File: config.mk
export PLATFORM = sky130hd
export DESIGN_NAME = pwm_capture
export DESIGN_NICKNAME = d
export VERILOG_FILES = /design/src/rtl/pwm_pkg.sv /design/src/rtl/pwm_sync_edge.sv /design/src/rtl/pwm_capture.sv
export SDC_FILE = /design/constraint.sdc
export NUM_CORES = 1
export LEC_CHECK = 0
export BUFFER_PORTS_ARGS = -buffer_cell sky130_fd_sc_hd__buf_2
export CAP_MARGIN = 20
export CORE_UTILIZATION = 65
export DETAILED_ROUTE_END_ITERATION = 7
export PLACE_DENSITY = 0.84
export SYNTH_ARGS = -nofsm -noshare
export SYNTH_HDL_FRONTEND = slang
export SYNTH_HIERARCHICAL = 1
export SYNTH_SLANG_ARGS = --single-unit
File: constraint.sdc
create_clock -name clock -period 10.1 [get_ports clock]
set_clock_uncertainty 0.15 [all_clocks]
set_input_delay 0 -clock clock [delete_from_list [all_inputs] [get_ports clock]]
set_output_delay 0 -clock clock [all_outputs]
set_load 0.01 [all_outputs]
File: src/rtl/pwm_pkg.sv
// Shared definitions for the PWM generator / capture pair.
// SPEED_W is common to both ends so speed codes match end to end.
package pwm_pkg;

    localparam int SPEED_W = 3;

    typedef enum logic [1:0] {
        IDLE,
        ARM,
        HIGH,
        LOW
    } state_e;

endpackage

File: src/rtl/pwm_sync_edge.sv
// Multi-stage synchroniser for an asynchronous input, followed by a single
// delay flop used to detect rising and falling edges of the synchronised level.
module pwm_sync_edge #(
    parameter int SYNC_STAGES = 2
) (
    input  logic clock,
    input  logic reset,
    input  logic pwm_in,
    output logic s,
    output logic rise,
    output logic fall
);

    logic [SYNC_STAGES-1:0] sync_q;
    logic [SYNC_STAGES-1:0] sync_d;
    logic                   s_dly_q;
    logic                   s_dly_d;

    always_comb begin
        sync_d  = {sync_q[SYNC_STAGES-2:0], pwm_in};
        s_dly_d = sync_q[SYNC_STAGES-1];
    end

    always_ff @(posedge clock or posedge reset) begin
        if (reset) begin
            sync_q  <= '0;
            s_dly_q <= 1'b0;
        end else begin
            sync_q  <= sync_d;
            s_dly_q <= s_dly_d;
        end
    end

    assign s    = sync_q[SYNC_STAGES-1];
    assign rise = s & ~s_dly_q;
    assign fall = ~s & s_dly_q;

endmodule

File: src/rtl/pwm_capture.sv
// Measures high time and period of an incoming PWM waveform, quantises the
// duty cycle into a speed code, and flags a lost or stuck input via timeout.
module pwm_capture
    import pwm_pkg::*;
#(
    parameter int CNT_W       = 16,
    parameter int TIMEOUT     = 65535,
    parameter int SYNC_STAGES = 2
) (
    input  logic               clock,
    input  logic               reset,
    input  logic               enable,
    input  logic               pwm_in,
    output logic [CNT_W-1:0]   high_count,
    output logic [CNT_W-1:0]   period_count,
    output logic [SPEED_W-1:0] speed,
    output logic               valid,
    output logic               timeout
);

    localparam int             PROD_W    = CNT_W + 3;
    localparam logic [CNT_W-1:0] TIMEOUT_C = CNT_W'(TIMEOUT);

    logic s;
    logic rise;
    logic fall;

    pwm_sync_edge #(
        .SYNC_STAGES(SYNC_STAGES)
    ) u_sync_edge (
        .clock (clock),
        .reset (reset),
        .pwm_in(pwm_in),
        .s     (s),
        .rise  (rise),
        .fall  (fall)
    );

    state_e             state_q, state_d;
    logic [CNT_W-1:0]   hi_cnt_q, hi_cnt_d;
    logic [CNT_W-1:0]   per_cnt_q, per_cnt_d;
    logic [CNT_W-1:0]   high_count_q, high_count_d;
    logic [CNT_W-1:0]   period_count_q, period_count_d;
    logic [SPEED_W-1:0] speed_q, speed_d;
    logic               valid_q, valid_d;
    logic               timeout_q, timeout_d;

    function automatic logic [CNT_W-1:0] sat_inc(input logic [CNT_W-1:0] x);
        return (x >= TIMEOUT_C) ? TIMEOUT_C : x + 1'b1;
    endfunction

    // Duty quantiser: bit k-1 set when 8*high >= k*period, full-width products.
    logic [PROD_W-1:0]  hi_x8;
    logic [6:0]         k_ge;
    logic [SPEED_W-1:0] speed_calc;

    assign hi_x8 = {hi_cnt_q, 3'b000};

    generate
        for (genvar gi = 1; gi <= 7; gi++) begin : g_quant
            assign k_ge[gi-1] = hi_x8 >= (PROD_W'(gi) * PROD_W'(per_cnt_q));
        end
    endgenerate

    always_comb begin
        speed_calc = '0;
        for (int i = 0; i < 7; i++) begin
            speed_calc = speed_calc + SPEED_W'(k_ge[i]);
        end
    end

    logic tmo_hit;
    assign tmo_hit = (per_cnt_q >= TIMEOUT_C);

    always_comb begin
        state_d        = state_q;
        hi_cnt_d       = hi_cnt_q;
        per_cnt_d      = per_cnt_q;
        high_count_d   = high_count_q;
        period_count_d = period_count_q;
        speed_d        = speed_q;
        valid_d        = 1'b0;
        timeout_d      = timeout_q;

        if (!enable) begin
            state_d   = IDLE;
            hi_cnt_d  = '0;
            per_cnt_d = '0;
        end else begin
            case (state_q)
                IDLE: begin
                    state_d   = ARM;
                    hi_cnt_d  = '0;
                    per_cnt_d = '0;
                end
                ARM: begin
                    if (rise) begin
                        hi_cnt_d  = CNT_W'(1);
                        per_cnt_d = CNT_W'(1);
                        state_d   = HIGH;
                    end else if (tmo_hit) begin
                        timeout_d = 1'b1;
                        speed_d   = s ? '1 : '0;
                    end else begin
                        per_cnt_d = sat_inc(per_cnt_q);
                    end
                end
                HIGH: begin
                    if (tmo_hit) begin
                        timeout_d = 1'b1;
                        speed_d   = s ? '1 : '0;
                        state_d   = ARM;
                    end else if (fall) begin
                        per_cnt_d = sat_inc(per_cnt_q);
                        state_d   = LOW;
                    end else begin
                        hi_cnt_d  = sat_inc(hi_cnt_q);
                        per_cnt_d = sat_inc(per_cnt_q);
                    end
                end
                LOW: begin
                    if (rise) begin
                        // Counters hold the just-completed period on this cycle.
                        high_count_d   = hi_cnt_q;
                        period_count_d = per_cnt_q;
                        speed_d        = speed_calc;
                        valid_d        = 1'b1;
                        timeout_d      = 1'b0;
                        hi_cnt_d       = CNT_W'(1);
                        per_cnt_d      = CNT_W'(1);
                        state_d        = HIGH;
                    end else if (tmo_hit) begin
                        timeout_d = 1'b1;
                        speed_d   = s ? '1 : '0;
                        state_d   = ARM;
                    end else begin
                        per_cnt_d = sat_inc(per_cnt_q);
                    end
                end
                default: begin
                    state_d = IDLE;
                end
            endcase
        end
    end

    always_ff @(posedge clock or posedge reset) begin
        if (reset) begin
            state_q        <= IDLE;
            hi_cnt_q       <= '0;
            per_cnt_q      <= '0;
            high_count_q   <= '0;
            period_count_q <= '0;
            speed_q        <= '0;
            valid_q        <= 1'b0;
            timeout_q      <= 1'b0;
        end else begin
            state_q        <= state_d;
            hi_cnt_q       <= hi_cnt_d;
            per_cnt_q      <= per_cnt_d;
            high_count_q   <= high_count_d;
            period_count_q <= period_count_d;
            speed_q        <= speed_d;
            valid_q        <= valid_d;
            timeout_q      <= timeout_d;
        end
    end

    assign high_count   = high_count_q;
    assign period_count = period_count_q;
    assign speed        = speed_q;
    assign valid        = valid_q;
    assign timeout      = timeout_q;

endmodule
==> out/results.ini <==
[setup_path]
slowest_stage = dfrtp_1
reg2reg_slack_ns = 4.16
crit_top_cell = fa_1
cp.depth = 21
r2r_cells = 21
crit_family = adder cells
slowest_delay_ns = 0.57
end_kind = flop
crit_path_max_fanout = 10
r2r_end = speed[1]
worstSetupPathType = reg -> reg
cp.buffers_inverters = 1
crit_start = per_cnt_q[0]
setup.worst_path.start_class = flop
crit_end = speed[1]
arrival_ns = 6.05
reg2reg_from = per_cnt_q[0]
worst_ep_required_time_ns = 10.21
crit_chain = ha_1 -> inv_1 -> fa_1 -> nor2b_1 -> o21a_1 -> o21ai_0 -> a31o_2 -> o21bai_1 -> xnor2_1 -> ha_1 -> a21o_1 -> a21o_1 -> a21oi_1 -> nor2_1 -> a2111oi_0 -> o221ai_1 -> fa_1 -> fa_1 -> fa_1 -> a21oi_1 -> o21ai_0

[sta]
holdWs_ns = 0.145
finalSetupViolCount = 0
max_freq_mhz = 168
finalSetupTns_ns = 0
fin_crit_sh_pct = 58.8
fin_crit_ns = 5.94
setup_slack_ns = 4.16
max_slew_margin_pct = 39.7
slew_violations = 0
finalHoldViolations = 0
rsz0062_at_grt = no
tightest_slew_ns = 0.904

[finish]
area_growth_pct = 7.85
multi_input_area_um2 = 6170
n_antenna_cell = 0
fill_cells = 948
layout.nets = 1141
drive_above_1_share_pct = 8.93
regArea_um2 = 1850
final_util_pct = 73.0

[route]
ant_nets = 0
met2WireLength_um = 9230
m1WireLength_um = 9290
dr_total_vias = 7287
highest_layer = met4
wl_um = 20400
route.met3.wl_um = 1430
via_per_inst = 6.51
wl_per_cell_um = 18.2
dr.first_iter.drc_count = 661
route.detailed.drc = 0
first_pass_iters = 5

[grt]
grt_first_pass_wirelength_um = 33600
grt_max_degree = 72
grt.total_usage_pct = 32.4
overflow = 0
grt_pass1_vias = 6679
grt_antenna_before_repair = 0

[placement]
post-place-ws_ns = 4.29
dp_hpwl_um = 15300
place_congestion = 0.955
io_buffers = 40

[run_status]
outcome = complete, no violations

[synth]
synth.most_common_cell = ha_1
yosys-top-cells-count = ha_1 (168), o21ai_0 (79), nand2_1 (76)
synth_area_um2 = 8270
ys_async_sr_fraction_pct = 100
synth_enable_flop_cells = 0
ys_ff_latch = 74
synth_nets = 1102
syn_inst = 908
netlist_top_cells_area = ha_1 (25%), dfrtp_1 (22%), fa_1 (5.3%)
yosys.area.top_type_share_pct = 25.4
yosys.area.top_type = ha_1
ys.flop_type = dfrtp_1
avgSynthCellArea_um2 = 9.11
synth.distinct_cells = 72
yosysWarnings = 6
yosysSeqAreaShare_pct = 22.4

[floorplan]
start_util_pct = 67.7
die_x_um = 115
io_pins = 41
design.core.area_um2 = 12200
die-area_um2 = 13200
die_h_um = 115
num_rows = 40

[pwr]
cellLeakagePower_nw = 4.69
p_seq_share_pct = 44.2
power_frac_comb_pct = 12.9
p_int_w = 0.000506
power.density_nw_per_um2 = 78.1
power.share.switching_pct = 27.3
ir_drop_uv = 87.5
p_switching_w = 0.000190
clockPowerShare_pct = 42.8

[clocking]
cts_buffers = 9
cts_tree = done
cts_resized = 0
cts-root-buf = clkbuf_16
htree_num_levels = 3
clock_sinks = 74
clock_latency_ns = 0.34
clk_path_buf_depth = 2
path_clk_slew_ns = 0.06

[worst_hold_path]
hp-class = in -> reg

[job]
max_cap_violations = 0

-- registers in the layout, indices dropped and copies added, names as in the netlist --
register	count
valid	1
high_count	16
speed	3
timeout	1
per_cnt_q	16
period_count	16
u_sync_edge/s_dly_q	1
u_sync_edge/sync_q	2
hi_cnt_q	16
state_q	2
-- placed cells by master, fill, tap and decap left out, types with 10 or more instances in the layout --
cell / instances
ha_1: 168
o21ai_0: 79
nand2_1: 76
dfrtp_1: 74
a21oi_1: 57
nor2_1: 47
a21o_1: 44
buf_2: 40
inv_1: 38
xnor2_1: 33
nand3_1: 23
fa_1: 22
nand4_1: 16
xor2_1: 16
mux2_2: 13
nor2b_1: 13
o21a_1: 13
nor3_1: 12
a22o_1: 10
-- final cells by class --
type                            instances  area share, %
Sequential cell                        74           20.8
Multi-Input combinational cell        774           69.2
Inverter                               41           1.73
Timing Repair Buffer                   47           2.95
Clock inverter                          6          0.477
Tap cell                              168           2.36
Clock buffer                           10           2.57
-- layer usage --
metal / vias to the layer above / GRT usage, %
met4: 0 / 9.44
met2: 285 / 51.0
li1: 3479 / -
met3: 36 / 5.48
met5: - / 0
met1: 3487 / 45.8
-- repair_timing --
item | 4_1_cts | 5_1_grt
hold buffers | 4 | 0
setup buffers | 0 | 0
hold endpoints to repair | 79 | 0
endpoints found under the setup margin | 0 | 0
-- power by group through the flow --
| stage | sequential (W) | combinational, W | clock [W] |
|---|---|---|---|
| after global routing | 0.000308 | 0.000102 | 0.000314 |
| after global placement | 0.000313 | 0.0000852 | 0 |
| after floorplan | 0.000312 | 0.0000612 | 0 |
| after CTS | 0.000308 | 0.0000893 | 0.000300 |
| final | 0.000308 | 0.0000902 | 0.000298 |
| after detailed placement | 0.000313 | 0.0000872 | 0 |
-- worst min path at each step --
stage / start / endpoint / slack (ns) / cells past startpoint
2_1_floorplan: reset / u_sync_edge/s_dly_q / -0.40 / 1
3_3_place_gp: reset / u_sync_edge/sync_q[0] / -0.27 / 2
3_5_place_dp: reset / u_sync_edge/sync_q[0] / -0.26 / 2
4_1_cts: pwm_in / u_sync_edge/sync_q[0] / 0.15 / 2
5_1_grt: pwm_in / u_sync_edge/sync_q[0] / 0.14 / 2
6_report: pwm_in / u_sync_edge/sync_q[0] / 0.14 / 2
-- per-stage QoR --
| stage | instances | cell area, µm² | power [W] |
|---|---|---|---|
| floorplan | 908 | 8270 | 0.000373 |
| global placement | 1100 | 8610 | 0.000398 |
| detailed placement | 1100 | 8610 | 0.000400 |
| CTS | 1120 | 8920 | 0.000697 |
| global route | 1120 | 8920 | 0.000724 |
| finish | 1120 | 8920 | 0.000696 |
-- logic make-up after synthesis --
family / count (synthesis) / share of synthesized area, %
XOR/XNOR: 49 / 5.19
multiplexers: 14 / 1.89
adder cells (fa/ha/maj): 190 / 30.8
flip-flops: 74 / 22.4
buffers and inverters: 60 / 3.01
AO/OA/AOI/OAI: 283 / 22.4
AND/OR/NAND/NOR: 238 / 14.4
No activity file was read; power rests on OpenSTA's default activity.
